--- src/rtl/vga_fb_arbiter.sv ---
// ---------------------------------------------------------------------------
// vga_fb_arbiter
//
// Shares one single-port, synchronous-read frame buffer between the VGA
// scan-out path and a pixel-writing requester. Time is cut into pixel periods
// of SLOTS clock cycles. Slot 0 carries the display fetch while the display
// is visible. Every other cycle, and slot 0 during blanking, drains a 2-entry
// write FIFO into the frame buffer. The slot counter also produces pix_tick,
// which advances the VGA timing generator once per pixel.
//
// Handshake: wr_valid/wr_ready follow strict valid/ready semantics. A write
// transfers on a rising edge where both are high. wr_valid must not depend on
// wr_ready. wr_ready depends only on the registered FIFO count, so it never
// reflects a pop in the same cycle.
//
// Ports
//   clk         system clock
//   rst         asynchronous reset, active low
//   pix_tick    high in every slot-0 cycle (low while in reset)
//   disp_en     visible area flag, used only in slot 0
//   disp_addr   pixel address to fetch, used only in slot 0
//   disp_data   last fetched pixel (registered)
//   disp_valid  one-cycle pulse in slot 2 when disp_data updates
//   wr_valid    write request
//   wr_ready    FIFO can accept a write
//   wr_addr     write address
//   wr_data     write pixel
//   mem_addr    frame-buffer address (combinational)
//   mem_we      frame-buffer write enable (combinational)
//   mem_wdata   frame-buffer write data (combinational)
//   mem_rdata   frame-buffer read data, valid one cycle after the address
// ---------------------------------------------------------------------------
module vga_fb_arbiter #(
  parameter int AW    = 15,
  parameter int DW    = 3,
  parameter int SLOTS = 4
) (
  input  logic          clk,
  input  logic          rst,
  output logic          pix_tick,
  input  logic          disp_en,
  input  logic [AW-1:0] disp_addr,
  output logic [DW-1:0] disp_data,
  output logic          disp_valid,
  input  logic          wr_valid,
  output logic          wr_ready,
  input  logic [AW-1:0] wr_addr,
  input  logic [DW-1:0] wr_data,
  output logic [AW-1:0] mem_addr,
  output logic          mem_we,
  output logic [DW-1:0] mem_wdata,
  input  logic [DW-1:0] mem_rdata
);

  localparam int SW = (SLOTS > 2) ? $clog2(SLOTS) : 1;
  localparam logic [SW-1:0] LAST_SLOT = SW'(SLOTS - 1);

  // ---------------------------------------------------------------------
  // Slot counter: free running 0..SLOTS-1.
  // ---------------------------------------------------------------------
  logic [SW-1:0] slot_q;

  always_ff @(posedge clk or negedge rst) begin
    if (!rst) begin
      slot_q <= '0;
    end else if (slot_q == LAST_SLOT) begin
      slot_q <= '0;
    end else begin
      slot_q <= slot_q + 1'b1;
    end
  end

  logic slot_zero;
  logic rd_slot;
  logic wr_slot;

  assign slot_zero = (slot_q == '0);
  // Slot 0 is a read slot only while visible; during blanking it writes.
  assign rd_slot   = slot_zero && disp_en;
  assign wr_slot   = !rd_slot;

  // Without the rst gate pix_tick would sit high through reset, since the
  // counter is held at 0.
  assign pix_tick  = rst && slot_zero;

  // ---------------------------------------------------------------------
  // Write FIFO: two entries, head/tail pointers plus an occupancy count.
  // ---------------------------------------------------------------------
  logic [AW-1:0] fifo_addr [2];
  logic [DW-1:0] fifo_data [2];
  logic          head_q;
  logic          tail_q;
  logic [1:0]    count_q;
  logic          push;
  logic          pop;

  assign wr_ready = rst && (count_q < 2'd2);
  assign push     = wr_valid && wr_ready;
  // The count holds only entries pushed on earlier edges, so an entry never
  // reaches the frame buffer in the cycle it is pushed.
  assign pop      = rst && wr_slot && (count_q != 2'd0);

  always_ff @(posedge clk or negedge rst) begin
    if (!rst) begin
      fifo_addr[0] <= '0;
      fifo_addr[1] <= '0;
      fifo_data[0] <= '0;
      fifo_data[1] <= '0;
      tail_q       <= 1'b0;
    end else if (push) begin
      fifo_addr[tail_q] <= wr_addr;
      fifo_data[tail_q] <= wr_data;
      tail_q            <= ~tail_q;
    end
  end

  always_ff @(posedge clk or negedge rst) begin
    if (!rst) begin
      head_q <= 1'b0;
    end else if (pop) begin
      head_q <= ~head_q;
    end
  end

  always_ff @(posedge clk or negedge rst) begin
    if (!rst) begin
      count_q <= 2'd0;
    end else begin
      case ({push, pop})
        2'b10:   count_q <= count_q + 2'd1;
        2'b01:   count_q <= count_q - 2'd1;
        default: count_q <= count_q;
      endcase
    end
  end

  // ---------------------------------------------------------------------
  // Frame-buffer port mux. An idle writer slot keeps the address of the
  // previous cycle, so the address bus only toggles on real accesses.
  // ---------------------------------------------------------------------
  logic [AW-1:0] hold_addr_q;

  always_comb begin
    mem_addr  = hold_addr_q;
    mem_we    = 1'b0;
    mem_wdata = '0;
    if (!rst) begin
      mem_addr = '0;
    end else if (rd_slot) begin
      mem_addr = disp_addr;
    end else if (pop) begin
      mem_we    = 1'b1;
      mem_addr  = fifo_addr[head_q];
      mem_wdata = fifo_data[head_q];
    end
  end

  always_ff @(posedge clk or negedge rst) begin
    if (!rst) begin
      hold_addr_q <= '0;
    end else begin
      hold_addr_q <= mem_addr;
    end
  end

  // ---------------------------------------------------------------------
  // Display read pipeline: address in slot 0, data returns in slot 1 and is
  // registered on the edge ending slot 1, giving a disp_valid pulse in
  // slot 2. Reset drops rd_pend_q, so an aborted fetch never pulses.
  // ---------------------------------------------------------------------
  logic          rd_pend_q;
  logic          disp_valid_q;
  logic [DW-1:0] disp_data_q;

  always_ff @(posedge clk or negedge rst) begin
    if (!rst) begin
      rd_pend_q    <= 1'b0;
      disp_valid_q <= 1'b0;
      disp_data_q  <= '0;
    end else begin
      rd_pend_q    <= rd_slot;
      disp_valid_q <= rd_pend_q;
      if (rd_pend_q) begin
        disp_data_q <= mem_rdata;
      end
    end
  end

  assign disp_valid = disp_valid_q;
  assign disp_data  = disp_data_q;

endmodule

--- config.mk ---
export PLATFORM = sky130hd
export DESIGN_NAME = vga_fb_arbiter
export DESIGN_NICKNAME = d
export VERILOG_FILES = /design/src/rtl/vga_fb_arbiter.sv
export SDC_FILE = /design/constraint.sdc
export NUM_CORES = 1
export LEC_CHECK = 0
export ABC_AREA = 1
export CAP_MARGIN = 20
export CELL_PAD_IN_SITES_DETAIL_PLACEMENT = 1
export CELL_PAD_IN_SITES_GLOBAL_PLACEMENT = 1
export CORE_MARGIN = 3
export CORE_UTILIZATION = 40
export CTS_CLUSTER_DIAMETER = 30
export CTS_CLUSTER_SIZE = 12
export DETAILED_ROUTE_END_ITERATION = 8
export HOLD_SLACK_MARGIN = 0.06
export MAX_ROUTING_LAYER = met4
export PLACE_DENSITY_LB_ADDON = 0.1
export REMOVE_ABC_BUFFERS = 1
export SYNTH_ARGS = -nofsm -noshare
export SYNTH_HDL_FRONTEND = slang
export SYNTH_SLANG_ARGS = --single-unit
--- constraint.sdc ---
create_clock -name clk -period 3.2 [get_ports clk]
set_input_delay 0.32 -clock clk [delete_from_list [all_inputs] [get_ports clk]]
set_output_delay 0.32 -clock clk [all_outputs]
set_load 0.05 [all_outputs]
==> results of run 1 <==
==> final cells by class <==
cell class | instances | area, um2 | area share [%]
clock buffer | 11 | 151 | 3.87
clock inverter | 5 | 57.6 | 1.47
inverter | 35 | 131 | 3.36
multi-input combinational | 218 | 1080 | 27.7
sequential | 62 | 1550 | 39.7
tap | 96 | 120 | 3.07
timing repair buffer | 70 | 813 | 20.8
==> cells by family (layout without fill, tap and decap cells) <==
group / count (synthesis) / count (layout) / synth area share (%)
DFF: 62 / 62 / 54.3
buffers and inverters: 49 / 121 / 7.83
and+or+nand+nor: 161 / 161 / 23.1
muxes: 3 / 3 / 1.18
adders and majority gates: 3 / 3 / 1.31
xor gates and xnor gates: 3 / 3 / 0.919
AOI/OAI and AO/OA: 48 / 48 / 11.4
==> sequential cells by signal, summed over array words and instances, names as in the netlist <==
name,cells
head_q,1
fifo_data,6
slot_q,2
rd_pend_q,1
tail_q,1
count_q,2
disp_valid,1
hold_addr_q,15
disp_data,3
fifo_addr,30
==> how the worst min path moves through the flow <==
stage,from,endpoint,slack (ps),cells past startpoint
global route,rst,hold_addr_q[13],120,2
global placement,slot_q[0],slot_q[0],440,1
detailed placement,slot_q[0],slot_q[0],460,1
CTS,rst,hold_addr_q[13],90,2
floorplan,rst,count_q[0],20,0
finish,rst,hold_addr_q[13],90,2
==> layout by cell type, fill, tap and decap left out, types with 3 or more instances in the layout <==
cell type | synthesis | routed
a21oi_1 | 4 | 4
buf_12 | 0 | 14
buf_4 | 2 | 11
clkbuf_8 | 0 | 11
clkdlybuf4s50_1 | 0 | 45
clkinvlp_4 | 0 | 3
dfrtp_1 | 62 | 62
ha_1 | 3 | 3
inv_1 | 32 | 32
mux2_2 | 3 | 3
nand2_1 | 107 | 107
nand3_1 | 27 | 27
nor2_1 | 20 | 20
o211ai_1 | 7 | 7
o21ai_0 | 19 | 19
o21ai_2 | 18 | 18
or2_2 | 3 | 4
==> worst reg2reg max path, stage by stage (launching register included) <==
cell and delay, ps:
dfrtp_1 380, inv_1 50, ha_1 220, nand2_2 140, nand2_1 120, nor2_1 100, buf_4 220, ha_1 290
a21oi_1 120, o21ai_0 120, xor2_1 160
==> power by group through the flow <==
stage / logic [mW] / clock network [mW] / registers, mW
6_report: 1.53 / 0.709 / 1.21
5_1_grt: 1.69 / 0.765 / 1.25
4_1_cts: 1.55 / 0.736 / 1.21
3_5_place_dp: 1.54 / 0 / 1.22
3_3_place_gp: 1.50 / 0 / 1.21
2_1_floorplan: 0.920 / 0 / 1.22
==> metal layers <==
layer / GRT usage [%] / up-vias / wire (um)
li1: - / 1170 / -
met3: 4.83 / 8 / 314
met2: 33.3 / 56 / 3740
met4: 7.02 / 0 / 110
met5: - / - / 0
met1: 23.3 / 1164 / 3120
==> flow_summary.ini, run 1 <==
[setup_path]
start_kind = flip-flop
crit_family = simple AND/OR/NAND/NOR gates
arrival_ps = 2170
r2r_start = slot_q[0]
worstSetupStartpoint = count_q[1]
r2r_end = count_q[1]
reg2reg_slack_ps = 1130
crit_path_max_fanout = 11
worst-path-buf-inv = 2
critical_path.cell_chain = inv_1 -> nand2_1 -> nand3_1 -> a21oi_1 -> buf_12
worst-path-stages = 5
critical_path.endpoint = mem_wdata[0]
cp_data_required_time_ps = 2880
critPathSlowestCell = nand3_1
worstRegToRegCells = 10
critical_path.max_stage_delay_ps = 470
criticalPathCategory = flip-flop to output port
cp-end-kind = output port

[logic_synthesis]
synth-seq-area-share_pct = 54.3
ys_ff_latch = 62
ys.flop_type = dfrtp_1
syn-cell-area_um2 = 2860
postSynthCellCount = 329
ys_async_sr_fraction_pct = 100
synth_cell_types = 24
synth_top_area_share_pct = 54.3
yosysWarnings = 0
yosysMostFrequentCell = nand2_1
synth_edf_count = 0
synth.avg_cell_area_um2 = 8.69
yosysTopAreaCell = dfrtp_1
synth_common_cells = nand2_1, dfrtp_1, inv_1, nand3_1, nor2_1
yosys-top-cells-area = dfrtp_1, nand2_1, o21ai_2

[timing]
min_period_ps = 2490
setup_tns_ps = 0
finalMaxSlewViolations = 0
rsz0062_at_grt = false
period_share_pct = 77.9
finalClockSkew_ps = 9.81
setup_violations = 0
fin_ws_ps = 706
fmax_mhz = 401
hold_violations = 0
whs_ps = 88.6
worst_pin_slew_ps = 927
max_slew_margin_pct = 38.2

[floorplanning]
io_pins = 65
fp-row-count = 30
start_util_pct = 41.6
die_w_um = 90.5
die_height_um = 90.5
die_area_um2 = 8200
core-area_um2 = 6870

[pwr]
seqPwrFrac_pct = 35.1
p_leak_nw = 1.96
ir_drop_mv = 0.443
p_comb_share_pct = 44.3
clockPowerShare_pct = 20.6
p_per_area_nw_per_um2 = 882
power_switching_mw = 1.39
power_mw = 3.45
swShare_pct = 40.2
p_int_mw = 2.06

[cts]
cts_buffer_depth = 2
cts_hold_buf = 0
post-cts-setup-buffers = 0
cts_htree_levels = 3
insertion_delay_ps = 330
cts.clk_slew.worst_paths_ps = 70
root_buffer = clkbuf_8
cts_tree = done
cts_buffers = 9
cts_sinks = 62
cts_resized = 0

[global_route]
grt_pass1_wl_mm = 12.6
grt_pass1_vias = 2616
antenna_found_initial = 0
grt_overflow = 0
grt_max_degree = 38
groute.usage.overall_pct = 19.8

[final_layout]
design_area_um2 = 3910
fin_util_pct = 56.9
final_cells = 497
antenna_cells = 0
syn_to_final_growth_pct = 36.7
nFillCells = 810
layout-drive-gt1-share_pct = 17.5
nets = 439

[run]
maxCapViolations = 0

[outcome]
status = completed

[detailed_routing]
drt-total-wl_mm = 7.28
drt-initial-drc-count = 120
ant_nets = 0
viasPerCell = 4.82
vias = 2398
first_pass_iters = 4
drc = 0
wl_per_cell_um = 14.7

[placement]
place_area_um2 = 3700
dp_slack_ps = 921
place_congestion = 0.730
dpl.hpwl_mm = 4.94
io_buffer_count = 64
place_inst = 481

[worst_hold_path]
worstHoldPathType = input port to asynchronous set/reset pin
Note: power is estimated with default switching activity, not from simulation.
==> inputs of run 2 (changes only) <==
--- a/config.mk
+++ b/config.mk
@@ -10,7 +10,7 @@
 export CELL_PAD_IN_SITES_DETAIL_PLACEMENT = 1
 export CELL_PAD_IN_SITES_GLOBAL_PLACEMENT = 1
 export CORE_MARGIN = 3
-export CORE_UTILIZATION = 40
+export CORE_UTILIZATION = 37
 export CTS_CLUSTER_DIAMETER = 30
 export CTS_CLUSTER_SIZE = 12
 export DETAILED_ROUTE_END_ITERATION = 8
==> constraint.sdc (replaced) <==
create_clock -name clk -period 2.3 [get_ports clk]
set_input_delay 0.23 -clock clk [delete_from_list [all_inputs] [get_ports clk]]
set_output_delay 0.23 -clock clk [all_outputs]
set_load 0.05 [all_outputs]
==> flow_summary.ini, run 2 (synthesized netlist as in run 1, its figures left out) <==
[floorplanning]
io_pins = 65
die_area_um2 = 8820
core-area_um2 = 7370
fp-row-count = 31
start_util_pct = 38.8
die_w_um = 93.9
die_height_um = 93.9

[global_route]
antenna_found_initial = 0
grt_pass1_wl_mm = 12.6
grt_overflow = 0
grt_pass1_vias = 2563
grt_max_degree = 41
groute.usage.overall_pct = 18.9

[setup_path]
crit_path_max_fanout = 8
criticalPathCategory = flip-flop to output port
worst-path-buf-inv = 3
cp_data_required_time_ps = 2070
critical_path.cell_chain = inv_1 -> ha_1 -> nand2_2 -> clkinv_1 -> nand3_1 -> nand3_1 -> buf_12
arrival_ps = 1910
cpMostUsedCell = nand3_1
critPathSlowestCell = dfrtp_1
crit_family = buffers and inverters
cp-end-kind = output port
critical_path.max_stage_delay_ps = 350
start_kind = flip-flop

[timing]
finalClockSkew_ps = 8.74
period_share_pct = 92.9
rsz0062_at_grt = true
max_slew_margin_pct = 39.5
finalMaxSlewViolations = 0
setup_tns_ps = 0
min_period_ps = 2140
hold_violations = 0
setup_violations = 0
worst_pin_slew_ps = 907
fmax_mhz = 468

[pwr]
power_mw = 5.04
p_leak_nw = 2.03
p_per_area_nw_per_um2 = 1240
ir_drop_mv = 0.555

[cts]
insertion_delay_ps = 330
cts_sinks = 62
root_buffer = clkbuf_8
cts_buffer_depth = 2
cts.clk_slew.worst_paths_ps = 70
cts_tree = done
cts_htree_levels = 3
cts_buffers = 9

[placement]
io_buffer_count = 64
place_area_um2 = 3760
dpl.hpwl_mm = 5.17
place_congestion = 0.756

[final_layout]
reg.largest.list = fifo_addr x30, hold_addr_q x15, fifo_data x6
largest_register = fifo_addr
layout-drive-gt1-share_pct = 21.5
antenna_cells = 0
syn_to_final_growth_pct = 42.1
largest_reg_flops = 30
design_area_um2 = 4060
fin_util_pct = 55.1
final_cell_mix = nand2_1, dfrtp_1, clkdlybuf4s50_1
nets = 447
final_common_cell = nand2_1

[detailed_routing]
drc = 0
vias = 2422
viasPerCell = 4.77
ant_nets = 0
drt-total-wl_mm = 7.46
drt-initial-drc-count = 61
first_pass_iters = 4
wl_per_cell_um = 14.7

[worst_hold_path]
worstHoldPathType = flip-flop to flip-flop

[outcome]
status = completed

[run]
maxCapViolations = 0
run 2: cell count changes in the layout (fill, tap and decap cells not counted), moves of 2 or more:
cell and change:
buf_6 +2, clkdlybuf4s50_1 -3, dlygate4sd3_1 +2, buf_12 +3, inv_1 -6, buf_4 +4
clkinvlp_4 -2, inv_2 +6
run 2: path summary, 6_finish.rpt:
| kind | start | to | slack (ps) | depth (start not counted) |
|---|---|---|---|---|
| worst min register to register | rd_pend_q | disp_valid | 450 | 0 |
| worst max-delay path | slot_q[0] | mem_addr[3] | 160 | 7 |
| worst max register to register | slot_q[0] | count_q[1] | 420 | 10 |
| max in group asynchronous | rst | fifo_addr[29] | 740 | 3 |
| worst min-delay path | rd_pend_q | disp_valid | 450 | 0 |
| min in group asynchronous | rst | disp_valid | 500 | 3 |
run 2: cell type report:
class                           instances  area [um2]
Clock buffer                           13         169
Clock inverter                          3        65.1
Fill cell                             877        3310
Inverter                               35         135
Multi-Input combinational cell        218        1100
Sequential cell                        62        1550
Tap cell                               99         124
Timing Repair Buffer                   78         916
run 2: report_power, final:
group	internal (mW)	total (mW)	switching, mW
registers	1.48	1.69	0.208
logic	0.920	2.24	1.32
clock network	0.698	1.11	0.416
run 2: worst register-to-register path, cell delays in order (launching register included):
cell     delay, ps
dfrtp_1        350
inv_1           50
ha_1           210
nand2_2        160
nand2_4         90
nor2_4         140
buf_4          120
ha_1           230
a21oi_1        120
o21ai_0        120
xor2_1         160
run 2: what timing repair did:
| item | in CTS | in global routing |
|---|---|---|
| pin swaps | 1 | 1 |
| hold endpoints to repair | 14 | 0 |
| setup endpoints to repair | 11 | 12 |
| setup buffers | 1 | 1 |
| hold buffers | 2 | 0 |
| resized for setup | 3 | 11 |
run 2: stage by stage:
stage / setup slack [ps] / instances / hold slack (ps)
5_1_grt: -21.7 / 508 / 459
3_5_place_dp: 301 / 488 / 125
2_1_floorplan: 73.0 / 315 / -65.6
4_1_cts: 17.7 / 507 / 453
6_report: 163 / 508 / 451
3_3_place_gp: 331 / 488 / 119
run 2: metal layers:
layer	routed length, um	track usage [%]
met5	0	-
met4	116	6.86
met3	301	3.61
met2	3600	30.3
met1	3440	24.0
